**config.mk**
```make
export PLATFORM = sky130hd
export DESIGN_NAME = data_receive
export DESIGN_NICKNAME = d
export VERILOG_FILES = /design/src/rtl/uart_pkg.sv /design/src/rtl/rx_sync.sv /design/src/rtl/data_receive.sv
export SDC_FILE = /design/constraint.sdc
export NUM_CORES = 1
export LEC_CHECK = 0
export ABC_AREA = 1
export CAP_MARGIN = 20
export CORE_UTILIZATION = 33
export DETAILED_ROUTE_END_ITERATION = 6
export SETUP_SLACK_MARGIN = 0.1
export SLEW_MARGIN = 20
export SYNTH_ARGS = -nofsm -noshare
export SYNTH_HDL_FRONTEND = slang
export SYNTH_SLANG_ARGS = --single-unit
```
**constraint.sdc**
```tcl
create_clock -name clk -period 5.01 [get_ports clk]
set_input_delay 1.503 -clock clk [delete_from_list [all_inputs] [get_ports clk]]
set_output_delay 1.503 -clock clk [all_outputs]
set_load 0.01 [all_outputs]
```
**src/rtl/uart_pkg.sv**
```systemverilog
// Shared UART definitions for the transmit and receive stages.
// - uart_state_e : frame FSM encoding used by both directions
// - BITS_DEF, DVSR_W_DEF : default frame width and bit-period divisor width
// - START_BIT, STOP_BIT : 8N1 line levels for the framing bits
package uart_pkg;

  localparam int BITS_DEF   = 8;
  localparam int DVSR_W_DEF = 13;

  localparam logic START_BIT = 1'b0;
  localparam logic STOP_BIT  = 1'b1;

  typedef enum logic [1:0] {
    IDLE  = 2'b00,
    START = 2'b01,
    DATA  = 2'b10,
    STOP  = 2'b11
  } uart_state_e;

endpackage

```
**src/rtl/rx_sync.sv**
```systemverilog
// Two-flop synchronizer for the asynchronous serial line, followed by a
// falling-edge detector on the synchronized level.
// Ports:
//   clk, rst : system clock, asynchronous active-high reset
//   bit_in   : raw serial line (idle high)
//   rx_s     : synchronized line level (two cycles behind bit_in)
//   fall     : high for one cycle when rx_s goes 1 -> 0
module rx_sync (
  input  logic clk,
  input  logic rst,
  input  logic bit_in,
  output logic rx_s,
  output logic fall
);

  logic s1, s2, s_prev;

  // All flops reset to the idle line level so that leaving reset never
  // looks like a start edge.
  always_ff @(posedge clk or posedge rst) begin
    if (rst) begin
      s1     <= 1'b1;
      s2     <= 1'b1;
      s_prev <= 1'b1;
    end else begin
      s1     <= bit_in;
      s2     <= s1;
      s_prev <= s2;
    end
  end

  assign rx_s = s2;
  assign fall = s_prev & ~s2;

endmodule

```
**src/rtl/data_receive.sv**
```systemverilog
// UART 8N1 receive stage: recovers frames from the serial line by mid-bit
// sampling and presents each byte in a one-entry holding register.
// Ports:
//   clk, rst    : system clock, asynchronous active-high reset
//   bit_in      : serial line, idle high, asynchronous to clk
//   dvsr        : clock cycles per bit minus 1 (>= 3), latched at start edge
//   rd_ack      : consumer pulse that empties the holding register
//   data_out    : received byte, valid while rx_full = 1
//   rx_full     : holding register contains an unread byte
//   frame_err   : one-cycle pulse, stop bit sampled low
//   overrun_err : one-cycle pulse, good frame lost because register was full
//   busy        : high whenever the FSM is not in IDLE
//   state_dbg   : current FSM state, for observation only
//
// Handshake: a byte is offered while rx_full = 1; rd_ack high for one cycle
// consumes it and rx_full drops on the next edge. rd_ack with rx_full = 0
// is ignored. If a good frame completes in the same cycle as rd_ack, the new
// byte is loaded, rx_full stays 1, and no overrun is reported.
module data_receive
  import uart_pkg::*;
#(
  parameter int BITS   = BITS_DEF,
  parameter int DVSR_W = DVSR_W_DEF
) (
  input  logic              clk,
  input  logic              rst,
  input  logic              bit_in,
  input  logic [DVSR_W-1:0] dvsr,
  input  logic              rd_ack,
  output logic [BITS-1:0]   data_out,
  output logic              rx_full,
  output logic              frame_err,
  output logic              overrun_err,
  output logic              busy,
  output uart_state_e       state_dbg
);

  localparam int BW = (BITS > 1) ? $clog2(BITS) : 1;
  localparam logic [BW-1:0] LAST_BIT = BW'(BITS - 1);

  logic rx_s, fall;

  rx_sync u_sync (
    .clk    (clk),
    .rst    (rst),
    .bit_in (bit_in),
    .rx_s   (rx_s),
    .fall   (fall)
  );

  uart_state_e       state, state_n;
  logic [DVSR_W-1:0] cnt;
  logic [DVSR_W-1:0] dv_reg;
  logic [BW-1:0]     bit_cnt;
  logic [BITS-1:0]   shreg;

  logic cnt_clr, latch_dv, bits_clr, shift_en, stop_tick;
  logic stop_good, load;

  always_ff @(posedge clk or posedge rst) begin
    if (rst) state <= IDLE;
    else     state <= state_n;
  end

  always_comb begin
    state_n   = state;
    cnt_clr   = 1'b0;
    latch_dv  = 1'b0;
    bits_clr  = 1'b0;
    shift_en  = 1'b0;
    stop_tick = 1'b0;
    case (state)
      IDLE: begin
        if (fall) begin
          state_n  = START;
          latch_dv = 1'b1;
          cnt_clr  = 1'b1;
        end
      end
      START: begin
        // Half a bit in: a line back high means the edge was a glitch.
        if (cnt == (dv_reg >> 1)) begin
          cnt_clr = 1'b1;
          if (rx_s == START_BIT) begin
            state_n  = DATA;
            bits_clr = 1'b1;
          end else begin
            state_n = IDLE;
          end
        end
      end
      DATA: begin
        if (cnt == dv_reg) begin
          cnt_clr  = 1'b1;
          shift_en = 1'b1;
          if (bit_cnt == LAST_BIT) state_n = STOP;
        end
      end
      STOP: begin
        // Leave at mid-stop so a following start edge is never missed.
        if (cnt == dv_reg) begin
          cnt_clr   = 1'b1;
          stop_tick = 1'b1;
          state_n   = IDLE;
        end
      end
      default: state_n = IDLE;
    endcase
  end

  assign stop_good = stop_tick && (rx_s == STOP_BIT);
  assign load      = stop_good && (!rx_full || rd_ack);

  always_ff @(posedge clk or posedge rst) begin
    if (rst) begin
      cnt         <= '0;
      dv_reg      <= '0;
      bit_cnt     <= '0;
      shreg       <= '0;
      data_out    <= '0;
      rx_full     <= 1'b0;
      frame_err   <= 1'b0;
      overrun_err <= 1'b0;
    end else begin
      cnt <= cnt_clr ? '0 : cnt + DVSR_W'(1);
      if (latch_dv) dv_reg <= dvsr;
      if (bits_clr)
        bit_cnt <= '0;
      else if (shift_en && bit_cnt != LAST_BIT)
        bit_cnt <= bit_cnt + BW'(1);
      // LSB arrives first, so shift right and enter at the top.
      if (shift_en) shreg <= {rx_s, shreg[BITS-1:1]};
      frame_err   <= stop_tick && (rx_s != STOP_BIT);
      overrun_err <= stop_good && rx_full && !rd_ack;
      if (load) begin
        data_out <= shreg;
        rx_full  <= 1'b1;
      end else if (rd_ack) begin
        rx_full <= 1'b0;
      end
    end
  end

  assign busy      = (state != IDLE);
  assign state_dbg = state;

endmodule

```
Word level (Yosys, flattened, before mapping)
Index checks and enable logic that the tools add are counted. Widths: inputs -> output; s select.

Register bits after elaboration: 53. Output and inout bits: 14. Word-level logic and storage cells: 65.

Add/subtract/negate cells: 2. Eq/ne operators: 12. Mux-type cells: 22. Bitwise gates (word level): 2. Reductions and logical operators: 15.

Operators with widths (count): $add 13x1->13 const B (1); $eq 13x12->1 (1); $eq 13x13->1 (1); $mux 13 (1); $mux 2 (6); $mux 1 (11); $ne 2x2->1 const B (5); $pmux 2 s4 (1); $logic_and 1x1->1 (6); $mux 3 (2); $reduce_bool 2->1 (3); $reduce_and 5->1 (1); $eq 2x2->1 const B (2); $add 3x1->3 const B (1); $eq 3x3->1 const B (1); $ne 3x3->1 const B (1); $pmux 1 s3 (1); $eq 2x1->1 const B (1); $logic_not 1->1 (2); $logic_not 2->1 (1); $reduce_or 2->1 (1); $and 1x1->1 (1); $logic_or 1x1->1 (1); $not 1->1 (1).

Depth between registers and ports, before layout
Depth after elaboration: 6. Gate-level depth with buffers: 14.

Modules after synthesis
Synthesis repeated with hierarchy kept, for this count alone.

Cells, all modules: 353. Area, all modules: 2680.1 sq um.

Modules (own cells, without submodules): data_receive (instances 1, cells an instance 347, area each 2587.5 sq um, sequential area each 1251.2 sq um); rx_sync (instances 1, cells an instance 6, area each 92.6 sq um, sequential area each 78.8 sq um).

Least setup slack after synthesis
No wires, ideal clock.

Path kind: reg-to-output. From: register with a tool-made name. To: output busy. Arrival time: 0.676 ns. Path slack: 2.831 ns. Stages on the path, launching flop included: 3. Path buffers: 0. Cell sequence: dfrtp_1 > nor2_1 > inv_1.

RTL lines: to (decl) (RTL line data_receive.sv:34) `output logic busy,`.

==> results.cfg <==
[grt]
grt_pass1_vias = 2120
grt_pass1_wl_um = 9320
grt_overflow = 0
grt_max_degree = 54
grt_usage = 0.137
antenna_found_initial = 0

[synth]
ys_seq_area_frac = 0.495
syn_inst = 354
synth-seq-cells = 53
yosysUniqueCellTypes = 24
syn_area_per_cell_um2 = 7.60
ys_warn_count = 0
syn_nets = 374
netlist_area_um2 = 2690

[power_and_ir_drop]
switching_share = 0.382
power_frac_seq = 0.467
power_mw = 1.23
max-vdd-ir-drop_uv = 257
clkPwrFrac = 0.211
p_per_area_nw_per_um2 = 387
power.leakage_nw = 1.63
p_int_mw = 0.758
comb_power_share = 0.323
p_switching_mw = 0.468

[setup_path]
critPathMaxStageDelay_ps = 470
worstSetupPathType = reg -> out
required_ps = 3510
crit_path_max_fanout = 7
timing.rr.start = cnt[4]
r2r_cells = 13
r2r_slack_ps = 3050
cp.buffers_inverters = 2
cp-end-kind = output pin
r2r_end = bit_cnt[2]
path_delay_family = buffers and inverters
cp_slowest_cell = clkdlybuf4s50_1
worstPathArrival_ps = 1480
critPathLaunchType = register
crit_chain = nor2_1 -> inv_1 -> clkdlybuf4s50_1

[final_layout]
final_nets = 405
drive_above_1_share = 0.0933
final_cell_mix = nand2_1 (112), inv_1 (52), dfrtp_1 (50)
layout_commonest_cell = nand2_1
antenna_cells = 0
area_growth_pct = 17.7

[sta]
layout_min_cycle_time_ps = 2980
drv_slew = 0
hold_violations = 0
finalCritPeriodShare = 0.596
rsz0062_at_grt = false
worst_pin_slew_ps = 901
clock.fmax_mhz = 335
max-slew-margin-rel = 0.399
finalSetupViolCount = 0
tns_ps = 0
skew_ps = 11.5

[floorplan]
initial_utilization = 0.344
dieArea_um2 = 8510
row_count = 32
die_w_um = 92.3
core_um2 = 7810
die_h_um = 92.3
ios = 31

[routing]
drt_wl_total_um = 5270
drtIter0Drc = 90
first_pass_iters = 5
drtAntennaViolNets = 0
viasPerCell = 4.49
route.detailed.drc = 0
num_vias = 2189
wl_per_cell_um = 10.8

[clock_network]
cts_hold_buf = 0
clock_path_buffers = 2
htreeDepth = 2
clock-sinks = 53
post_cts_buffers = 0
cts.clk_slew.worst_paths_ps = 100
numCtsBuffers = 5
clockRootBuffer = clkbuf_8
cts.repair.resized = 0
insertion_delay_ps = 310
tritoncts = built

[placement]
dp_hpwl_um = 3850
place_congestion = 0.820
io_buffers = 30

[worst_hold_path]
holdPathStages = 0
hold_path_class = reg -> reg
hold_start = u_sync.s1
whs_endpoint = u_sync.rx_s

[job]
drv_cap = 0

[run_status]
status = complete, no violations
-- worst max path at each step --
stage / from / end / slack, ps / cells past startpoint
after detailed placement: rst / dv_reg[0] / 2120 / 2
after global placement: rst / state_dbg[0] / 2140 / 2
after global routing: register / busy / 1940 / 3
after floorplan: rst / async pin / 2230 / 1
after CTS: register / busy / 2010 / 3
final: register / busy / 2030 / 3
-- power groups by stage --
stage                     Combinational, mW  Clock, mW  Sequential (mW)
after floorplan                       0.305          0            0.567
after global placement                0.391          0            0.577
after detailed placement              0.399          0            0.581
after CTS                             0.401      0.269            0.573
after global routing                  0.462      0.283            0.586
final                                 0.396      0.258            0.572
-- stage by stage --
stage / worst slack [ps] / util / hold slack (ps) / cells / instance area (um^2)
2_1_floorplan: 2230 / - / 345 / 354 / 2690
3_3_place_gp: 2140 / 0.393 / 346 / 480 / 3070
3_5_place_dp: 2120 / 0.393 / 347 / 480 / 3070
4_1_cts: 2010 / 0.405 / 362 / 488 / 3160
5_1_grt: 1940 / 0.405 / 364 / 488 / 3170
6_report: 2030 / 0.405 / 361 / 488 / 3170
-- metal layers --
layer,track usage,up-vias,share of wire
li1,-,1148,-
met4,0.0469,0,0.013
met1,0.180,1003,0.49
met5,0,-,0
met2,0.229,31,0.46
met3,0.0232,7,0.029
-- cells by family (layout without fill, tap and decap cells) --
| group | Yosys count | in the layout | share of synthesized area |
|---|---|---|---|
| buffers and inverters | 67 | 99 | 0.102 |
| and+or+nand+nor | 192 | 192 | 0.301 |
| DFF | 53 | 53 | 0.495 |
| xor gates and xnor gates | 3 | 3 | 0.00977 |
| AOI/OAI and AO/OA | 36 | 36 | 0.0782 |
| adders and majority gates | 3 | 3 | 0.0140 |
-- cell usage after synthesis --
cell      count  area [um^2]
a21oi_1      13         65.1
a21oi_2       1         8.76
buf_2         1         5.00
buf_6         3         33.8
clkbuf_1      2         7.51
dfrtp_1      50         1250
dfstp_2       3         78.8
ha_1          3         37.5
inv_1        53          199
inv_2         8         30.0
nand2_1     112          420
nand2_2       3         18.8
nand2_4       2         22.5
nand3_1      23          115
nand4_1       9         56.3
nor2_1       38          143
nor2_2        1         6.26
nor2_4        1         11.3
nor3_1        2         10.0
o21ai_0      15         75.1
o21ai_2       7         61.3
or2_2         1         6.26
xnor2_1       1         8.76
xor2_1        2         17.5
-- worst reg2reg max path: stages (launching register included) --
cell,delay [ps]
dfrtp_1,450
inv_2,80
nand2_1,70
nand2_1,50
nor2_1,100
nand2_1,70
nor2_2,150
nand2_2,80
inv_2,100
nand2_1,280
inv_1,180
nand2_1,110
nand3_1,80
nand2_1,60
-- area by class of cell --
class,count,area (um^2)
inverter,61,230
clock buffer,5,68.8
clock inverter,3,25.0
tap,102,128
multi-input combinational,234,1080
fill,833,4640
sequential,53,1330
timing repair buffer,30,300
Note: power is estimated with default switching activity, not from simulation.
